## config.mk

```make
export PLATFORM = sky130hd
export DESIGN_NAME = mesh_eject_port_flat
export DESIGN_NICKNAME = d
export VERILOG_FILES = /design/src/rtl/mesh_eject_port_if.sv /design/src/rtl/mesh_eject_port.sv /design/src/flat_wrapper.sv
export SDC_FILE = /design/constraint.sdc
export NUM_CORES = 1
export LEC_CHECK = 0
export ABC_AREA = 0
export CAP_MARGIN = 10
export CORE_UTILIZATION = 52
export CTS_CLUSTER_SIZE = 8
export DETAILED_ROUTE_END_ITERATION = 10
export PLACE_DENSITY = 0.83
export SETUP_SLACK_MARGIN = 0.15
export SLEW_MARGIN = 20
export SYNTH_ARGS = -nofsm -noshare
export SYNTH_HDL_FRONTEND = slang
export SYNTH_SLANG_ARGS = --single-unit
```

## constraint.sdc

```tcl
create_clock -name clk -period 4.9 [get_ports clk]
set_input_delay 0.49 -clock clk [delete_from_list [all_inputs] [get_ports clk]]
set_output_delay 0.49 -clock clk [all_outputs]
set_load 0.05 [all_outputs]
```

## src/rtl/mesh_eject_port_if.sv

```systemverilog
// Eject-side stream from the mesh sink to the local consumer.
// Each beat carries one flit's payload plus its packet boundary flags.
interface mesh_eject_port_if;
  logic        valid;
  logic        ready;
  logic [31:0] data;
  logic        head;
  logic        tail;

  modport master (output valid, data, head, tail, input ready);
  modport slave  (input valid, data, head, tail, output ready);
endinterface

```

## src/rtl/mesh_eject_port.sv

```systemverilog
// Mesh sink: filters flits by destination, buffers accepted packets in a FIFO,
// and keeps delivery, drop and overflow statistics.
module mesh_eject_port #(
  parameter int         FIFO_DEPTH = 8,
  parameter logic [3:0] LOCAL_ID   = 4'b1010,
  parameter int         CNT_W      = 16
) (
  input  logic                 clk,
  input  logic                 rst,
  input  logic [33:0]          mesh_in,
  mesh_eject_port_if.master    eject,
  input  logic                 stat_clr,
  output logic [CNT_W-1:0]     pkt_count,
  output logic [7:0]           drop_count,
  output logic                 ovf_err,
  output logic                 proto_err
);

  localparam int AW = $clog2(FIFO_DEPTH);
  localparam logic [AW:0]      PTR_ONE = 1;
  localparam logic [CNT_W-1:0] PKT_ONE = 1;

  typedef enum logic [1:0] {IDLE, BODY, DROP} state_t;

  state_t      state, state_nxt;
  logic [AW:0] wr_ptr, rd_ptr;
  logic [33:0] mem [FIFO_DEPTH];
  logic [33:0] rd_entry;

  logic        present, is_tail, dest_hit;
  logic        empty, full, pop, room, push;
  logic        push_req, push_head, pkt_inc, drop_inc, ovf_set;

  function automatic logic [CNT_W-1:0] sat_inc_pkt(input logic [CNT_W-1:0] v);
    return (&v) ? v : v + PKT_ONE;
  endfunction

  function automatic logic [7:0] sat_inc_drop(input logic [7:0] v);
    return (&v) ? v : v + 8'd1;
  endfunction

  assign present  = mesh_in[33];
  assign is_tail  = mesh_in[32];
  assign dest_hit = (mesh_in[31:28] == LOCAL_ID);

  assign empty = (wr_ptr == rd_ptr);
  assign full  = (wr_ptr[AW] != rd_ptr[AW]) && (wr_ptr[AW-1:0] == rd_ptr[AW-1:0]);
  assign pop   = eject.valid & eject.ready;
  // A pop frees the slot in the same cycle, so a full FIFO can still accept.
  assign room  = ~full | pop;
  assign push  = push_req & room;

  assign rd_entry    = mem[rd_ptr[AW-1:0]];
  assign eject.valid = ~empty;
  assign eject.head  = eject.valid & rd_entry[33];
  assign eject.tail  = eject.valid & rd_entry[32];
  assign eject.data  = eject.valid ? rd_entry[31:0] : 32'd0;

  always_comb begin
    state_nxt = state;
    push_req  = 1'b0;
    push_head = 1'b0;
    pkt_inc   = 1'b0;
    drop_inc  = 1'b0;
    ovf_set   = 1'b0;
    case (state)
      IDLE: begin
        if (present) begin
          if (dest_hit) begin
            push_req  = 1'b1;
            push_head = 1'b1;
            if (room) begin
              pkt_inc   = is_tail;
              state_nxt = is_tail ? IDLE : BODY;
            end else begin
              ovf_set   = 1'b1;
              drop_inc  = 1'b1;
              state_nxt = is_tail ? IDLE : DROP;
            end
          end else begin
            drop_inc  = 1'b1;
            state_nxt = is_tail ? IDLE : DROP;
          end
        end
      end
      BODY: begin
        if (present) begin
          push_req = 1'b1;
          if (room) begin
            pkt_inc   = is_tail;
            state_nxt = is_tail ? IDLE : BODY;
          end else begin
            ovf_set   = 1'b1;
            drop_inc  = 1'b1;
            state_nxt = is_tail ? IDLE : DROP;
          end
        end
      end
      DROP: begin
        if (present && is_tail) state_nxt = IDLE;
      end
      default: state_nxt = IDLE;
    endcase
  end

  always_ff @(posedge clk or negedge rst) begin
    if (!rst) begin
      state  <= IDLE;
      wr_ptr <= '0;
      rd_ptr <= '0;
    end else begin
      state <= state_nxt;
      if (push) wr_ptr <= wr_ptr + PTR_ONE;
      if (pop)  rd_ptr <= rd_ptr + PTR_ONE;
    end
  end

  // Payload storage carries no reset; visibility is governed by the pointers.
  always_ff @(posedge clk) begin
    if (push) mem[wr_ptr[AW-1:0]] <= {push_head, is_tail, mesh_in[31:0]};
  end

  always_ff @(posedge clk or negedge rst) begin
    if (!rst) begin
      pkt_count  <= '0;
      drop_count <= '0;
      ovf_err    <= 1'b0;
      proto_err  <= 1'b0;
    end else if (stat_clr) begin
      pkt_count  <= '0;
      drop_count <= '0;
      ovf_err    <= 1'b0;
      proto_err  <= present && (state != IDLE);
    end else begin
      if (pkt_inc)  pkt_count  <= sat_inc_pkt(pkt_count);
      if (drop_inc) drop_count <= sat_inc_drop(drop_count);
      if (ovf_set)  ovf_err    <= 1'b1;
    end
  end

endmodule
```

## src/flat_wrapper.sv

```systemverilog
// flat-port wrapper written by rule: the top's interface ports become plain ports
module mesh_eject_port_flat 
#(
  parameter int         FIFO_DEPTH = 8,
  parameter logic [3:0] LOCAL_ID   = 4'b1010,
  parameter int         CNT_W      = 16
)
  (clk, rst, mesh_in, stat_clr, pkt_count, drop_count, ovf_err, proto_err, eject_valid, eject_data, eject_head, eject_tail, eject_ready);
  mesh_eject_port_if eject_i ();
  input  logic clk;
  input  logic rst;
  input  logic [33:0] mesh_in;
  input  logic stat_clr;
  output logic [CNT_W-1:0] pkt_count;
  output logic [7:0] drop_count;
  output logic ovf_err;
  output logic proto_err;
  output wire logic [$bits(eject_i.valid)-1:0] eject_valid;
  output wire logic [$bits(eject_i.data)-1:0] eject_data;
  output wire logic [$bits(eject_i.head)-1:0] eject_head;
  output wire logic [$bits(eject_i.tail)-1:0] eject_tail;
  input wire logic [$bits(eject_i.ready)-1:0] eject_ready;
  assign eject_valid = eject_i.valid;
  assign eject_data = eject_i.data;
  assign eject_head = eject_i.head;
  assign eject_tail = eject_i.tail;
  assign eject_i.ready = eject_ready;
  mesh_eject_port #(.FIFO_DEPTH(FIFO_DEPTH), .LOCAL_ID(LOCAL_ID), .CNT_W(CNT_W)) u_core (.clk(clk), .rst(rst), .mesh_in(mesh_in), .eject(eject_i), .stat_clr(stat_clr), .pkt_count(pkt_count), .drop_count(drop_count), .ovf_err(ovf_err), .proto_err(proto_err));
endmodule
```

==> out/results.txt, run 1 <==
maximum vdd drop - 0.289 mV
count of final hold-check violations - 0
nets - 818
Peak Freq - 249 MHz
CP startpoint kind - flip-flop
Slew @ Worst Pin - 0.997 ns
Die Span X - 156 um
Routed WL per cell - 23.9 um
H-tree level count - 2
power per cell area - 581 nW/um2
Main synth FF type - edfxtp_1
Synth top area share - 0.664
Root Buffer - clkbuf_16
Pins Over Slew Limit - 0
Synth area leader - edfxtp_1
CP Capture Type - primary output
post-synthesis cell count - 650
clock skew - 0.0147 ns
row cnt - 55
Area Growth Syn to Fin - 21.3%
flop and latch count out of synthesis - 308
setup TNS - 0 ns
largest net degree at the start of global routing - 72
Clock Latency Late Sink - 0.54 ns
cts hold-fix bufs - 0
Period minus WS final - 4.01 ns
gr usage total - 0.226
final worst slack - 0.891 ns
Setup Viol. Count Final - 0
Vias per Instance - 6.06
# IOs - 99
Synth top cells by count - 272 x edfxtp_1, 68 x mux4_2, 46 x nor2_1, 36 x dfrtp_1, 35 x mux2i_1
asr flop ratio synth - 0.117
GPL Wtd Cong - 0.822
drt first pass iters - 5
Initial Util - 0.537
full die area - 24300 um2
worst path arrival time - 3.52 ns
Sink Count - 308
critical path type - flip-flop to primary output
RSZ-0062 raised after global routing - false
initial antenna violation count - 0
cts bufs inserted - 44
first-pass GRT wire length - 40400 um
Core ar. - 22900 um2
Yosys warnings - 0
crit-path max FO - 34
vias in the first global route - 7165
antenna-violating nets left - 0
Pleak - 0.00493 uW
Clk pin slew, worst setup/hold paths - 0.05 ns
post-CTS sizing - 0
Mean Syn Cell Area - 18.9 um2
max_cap viols - 0
post-synth design cell area - 12300 um2
Die Span Y - 156 um
drt total wl - 26500 um
fillers - 1470
number of port buffers - 98
Synth cell types - 44
WP data required - 4.41 ns
gr ovfl total - 0
ranking of synthesized cells by area - edfxtp_1 66%, mux4_2 12%, dfrtp_1 7.3%
post-CTS setup buffer count - 0
final period utilization - 0.818
Seq/Total Area, Yosys - 0.738
antenna fix cells - 0
number of synthesized flops with an enable pin - 272
post-place setup slack - 1.47 ns
status - complete, no violations
routed vias - 6697
share of layout cells above drive strength 1 - 0.190
Worst Hold Class - input pin to asynchronous set/reset pin
CTS tree - yes
syn nets - 692
FF/Latch Area - 9080 um2
Max Buffers Root-to-Sink - 3
DRC - 0
most common cell in the netlist - edfxtp_1
Initial DRC Count - 607
footprint of the multi-input gates - 3120 um2
DP Wirelength - 13900 um
slew margin rel. - 0.335
-- metal layers --
| metal | vias up | track usage | wire, um |
|---|---|---|---|
| li1 | 2889 | - | - |
| met1 | 3458 | 0.298 | 10700 |
| met2 | 302 | 0.376 | 13400 |
| met3 | 48 | 0.0497 | 1860 |
| met4 | 0 | 0.0770 | 528 |
| met5 | - | 0 | 0 |
-- cell type report --
cell class,instances,area share
clock buffer,59,0.0776
tap,313,0.0263
clock inverter,4,0.00361
sequential,308,0.609
multi-input combinational,303,0.209
inverter,5,0.00126
timing repair buffer,114,0.0738
-- layout by cell type, fill, tap and decap left out, types with 5 or more instances in the layout --
master and n:
edfxtp_1 272, clkdlybuf4s50_1 98, mux4_2 68, nor2_1 45, clkbuf_16 44, mux2i_1 35, dfrtp_1 33, a21oi_1 25
nand3_1 18, buf_4 16, nand2_1 15, clkbuf_1 15, or4_1 13, o31ai_1 12, o21ai_0 11, or3_1 8
xnor2_1 6, xor2_1 5, inv_1 5, nand4_1 5
-- state kept, by name, indices dropped and copies added (netlist names) --
signal,flops
u_core.rd_ptr,4
u_core.mem,272
u_core.wr_ptr,4
u_core.ovf_err,1
u_core.drop_count,8
u_core.state,2
u_core.pkt_count,16
u_core.proto_err,1
-- worst paths after layout --
check / startpoint / to / slack, ns / depth (start not counted)
worst min register to register: u_core.wr_ptr[3] / u_core.wr_ptr[3] / 0.50 / 1
worst max-delay path: u_core.rd_ptr[0] / eject_data[11] / 0.89 / 5
max in group asynchronous: rst / u_core.rd_ptr[1] / 4.13 / 2
min in group clk: u_core.wr_ptr[3] / u_core.wr_ptr[3] / 0.50 / 1
worst min-delay path: rst / u_core.wr_ptr[2] / 0.39 / 2
worst max register to register: u_core.rd_ptr[0] / u_core.mem[7][2] / 1.92 / 5
-- critical path: stages, from the launching register on --
cell and delay (ns):
dfrtp_4 0.64, buf_4 0.62, mux4_2 0.60, mux2i_1 0.23, nor2_1 0.13, clkdlybuf4s50_1 0.75
-- stage by stage --
| step | power [uW] | utilization | instances | instance area (um2) | hold WS, ns |
|---|---|---|---|---|---|
| finish | 8670 | 0.651 | 1106 | 14900 | 0.386 |
| detailed placement | 6050 | 0.598 | 1043 | 13700 | 0.488 |
| CTS | 8740 | 0.651 | 1106 | 14900 | 0.388 |
| global route | 8960 | 0.651 | 1106 | 14900 | 0.412 |
| global placement | 6000 | 0.598 | 1043 | 13700 | 0.480 |
| floorplan | 5210 | - | 650 | 12300 | 0.194 |
-- logic make-up after synthesis --
family	count (synthesis)	synth area share
buf+inv	39	0.0141
compound gates	58	0.0288
simple gates	125	0.0522
flops	308	0.738
mux	104	0.154
fa+ha+maj	4	0.00407
xor+xnor	12	0.00916
-- report_power, final --
group / internal [uW] / switching [uW] / total (uW)
clock network: 1630 / 1020 / 2650
registers: 2910 / 93.8 / 3000
logic: 1180 / 1830 / 3010
total: 5720 / 2950 / 8670
Note: power is estimated with default switching activity, not from simulation.
==> run 2: changes to the inputs <==
--- a/config.mk
+++ b/config.mk
@@ -7,10 +7,10 @@
 export LEC_CHECK = 0
 export ABC_AREA = 0
 export CAP_MARGIN = 10
-export CORE_UTILIZATION = 52
+export CORE_UTILIZATION = 58
 export CTS_CLUSTER_SIZE = 8
 export DETAILED_ROUTE_END_ITERATION = 10
-export PLACE_DENSITY = 0.83
+export PLACE_DENSITY = 0.88
 export SETUP_SLACK_MARGIN = 0.15
 export SLEW_MARGIN = 20
 export SYNTH_ARGS = -nofsm -noshare
==> constraint.sdc (replaced) <==
create_clock -name clk -period 3.9 [get_ports clk]
set_input_delay 0.39 -clock clk [delete_from_list [all_inputs] [get_ports clk]]
set_output_delay 0.39 -clock clk [all_outputs]
set_load 0.05 [all_outputs]
==> run 2 against run 1 <==
Clock power rose by 26%. Largest power group unchanged. Power up 26%. Critical endpoint unchanged. Critical path depth rose by 1. Utilization grew 7.4 points. Clock skew up 0.0047 ns. Sequential power grew 25%. First-iteration DRC count down 10%. Via count shrank 1.1%. Final cell count shrank 4.4%. Hold slack worse by 0.091 ns. Cell area shrank 0.36%. Clock-buffer cell count is 2 lower.
==> out/results.txt, run 2 (synthesized netlist as in run 1, its figures left out) <==
max_cap viols - 0 (unchanged)
Die Span X - 148 um (was 156 um)
CP max stage delay - 0.70 ns (was 0.75 ns)
GPL Wtd Cong - 0.799 (was 0.822)
Clock Latency Late Sink - 0.52 ns (was 0.54 ns)
CP startpoint kind - flip-flop (unchanged)
critical path type - flip-flop to primary output (unchanged)
net load switching power - 3670 uW (was 2950 uW)
Worst Hold Class - input pin to asynchronous set/reset pin (unchanged)
first-pass GRT wire length - 40400 um (about the same)
final period utilization - 0.928
gr ovfl total - 0 (unchanged)
drt total wl - 26300 um (was 26500 um)
crit-path max FO - 20 (was 34)
commonest non-fill, non-tap cells in the layout - 272 x edfxtp_1, 98 x clkdlybuf4s50_1, 68 x mux4_2 (unchanged)
Sink Count - 308 (unchanged)
Area Growth Syn to Fin - 20.9% (was 21.3%)
Pleak - 0.00492 uW (was 0.00493 uW)
WP data required - 3.51 ns (was 4.41 ns)
nets - 815 (was 818)
placed cell area - 13700 um2 (about the same)
vias in the first global route - 7127 (was 7165)
cts hold-fix bufs - 0 (unchanged)
commonest non-fill, non-tap cell in the layout - edfxtp_1 (unchanged)
maximum vdd drop - 0.421 mV (was 0.289 mV)
Core ar. - 20500 um2 (was 22900 um2)
antenna-violating nets left - 0 (unchanged)
Reg2Reg Setup Slack - 0.91 ns (was 1.92 ns)
Pins Over Slew Limit - 0 (unchanged)
largest net degree at the start of global routing - 72 (unchanged)
drt first pass iters - 5 (unchanged)
Root Buffer - clkbuf_16 (unchanged)
cts bufs inserted - 44 (unchanged)
number of port buffers - 98 (unchanged)
Slew @ Worst Pin - 0.997 ns (about the same)
cell area after layout - 14900 um2 (about the same)
initial antenna violation count - 0 (unchanged)
Sw Share - 0.336 (was 0.340)
Setup Viol. Count Final - 0 (unchanged)
crit path cell chain - xor2_2 > nor3_2 > and2_4 > buf_4 > nor2_1 > clkdlybuf4s50_1 (was buf_4 > mux4_2 > mux2i_1 > nor2_1 > clkdlybuf4s50_1)
Initial DRC Count - 546 (was 607)
Comb power frac - 0.350 (was 0.347)
row cnt - 52 (was 55)
power per cell area - 734 nW/um2 (was 581 nW/um2)
Routed WL per cell - 24.9 um (was 23.9 um)
Vias per Instance - 6.26 (was 6.06)
Peak Freq - 276 MHz
slew margin rel. - 0.333 (was 0.335)
setup TNS - 0 ns (unchanged)
Tot Pwr - 10900 uW (was 8670 uW)
Clk pin slew, worst setup/hold paths - 0.05 ns (about the same)
Internal - 7240 uW (was 5720 uW)
count of final hold-check violations - 0 (unchanged)
DP Wirelength - 13600 um (was 13900 um)
gr usage total - 0.250 (was 0.226)
H-tree level count - 2 (unchanged)
status - complete, no violations (unchanged)
full die area - 21800 um2 (was 24300 um2)
Die Span Y - 148 um (was 156 um)
clock skew - 0.0194 ns (was 0.0147 ns)
Max Buffers Root-to-Sink - 3 (unchanged)
antenna fix cells - 0 (unchanged)
clock share of power - 0.307 (was 0.306)
max reg flops - 272 (unchanged)
DRC - 0 (unchanged)
Sequential Power Share - 0.343 (was 0.347)
Initial Util - 0.600 (was 0.537)
# IOs - 99 (unchanged)
RSZ-0062 raised after global routing - true (was false)
worst path arrival time - 3.23 ns (was 3.52 ns)
fillers - 1180 (was 1470)
CTS tree - yes (unchanged)
Period minus WS final - 3.62 ns
share of layout cells above drive strength 1 - 0.188 (was 0.190)
CP Capture Type - primary output (unchanged)
crit path max-delay cell type - clkdlybuf4s50_1 (unchanged)
routed vias - 6620 (was 6697)
## run 2: power by group through the flow
stage                     Clock, uW  Sequential [uW]  Combinational (uW)
after global routing           3530             3740                4030
after CTS                      3400             3740                3880
after floorplan                   0             3740                2810
final                          3350             3740                3820
after detailed placement          0             3790                3820
after global placement            0             3780                3740
## run 2: final timing paths
| kind | cells past startpoint | end | from |
|---|---|---|---|
| max in group asynchronous | 2 | u_core.rd_ptr[0] | rst |
| setup reg to reg | 6 | u_core.mem[6][16] | u_core.wr_ptr[1] |
| hold / removal | 2 | u_core.pkt_count[6] | rst |
| min in group clk | 1 | u_core.wr_ptr[3] | u_core.wr_ptr[3] |
| hold reg to reg | 1 | u_core.wr_ptr[3] | u_core.wr_ptr[3] |
| setup / recovery | 6 | eject_data[11] | u_core.wr_ptr[2] |
## run 2: stage by stage
stage / instances / setup WS (ns) / utilization / hold slack, ns
global placement: 997 / 0.450 / 0.666 / 0.477
detailed placement: 997 / 0.282 / 0.666 / 0.483
floorplan: 650 / -0.637 / - / 0.0944
CTS: 1057 / 0.188 / 0.725 / 0.300
finish: 1057 / 0.283 / 0.725 / 0.294
global route: 1057 / 0.135 / 0.725 / 0.350
## run 2: critical path, delay by kind of cell (launching register included)
kind	cells	cell delay (ns)
buf+inv	2	0.98
simple gates	3	0.91
xor+xnor	1	0.16
flops	1	0.64
## run 2: area by class of cell
class | instances | area [um2] | area share
Sequential cell | 308 | 9080 | 0.611
Multi-Input combinational cell | 303 | 3130 | 0.211
Clock buffer | 57 | 1150 | 0.0774
Timing Repair Buffer | 111 | 1090 | 0.0737
Tap cell | 270 | 338 | 0.0227
Clock inverter | 3 | 55.1 | 0.00370
Inverter | 5 | 18.8 | 0.00126
## run 2: layer usage
layer	routed length (um)	GRT usage	vias up
li1	-	-	2873
met1	10500	0.317	3453
met2	14000	0.450	260
met3	1390	0.0389	34
met4	394	0.0701	0
met5	0	0	-
## run 2: timing repair
action | 4_1_cts | 5_1_grt
resized for setup | 1 | 2
endpoints found under the setup margin | 16 | 17
setup buffers | 0 | 0
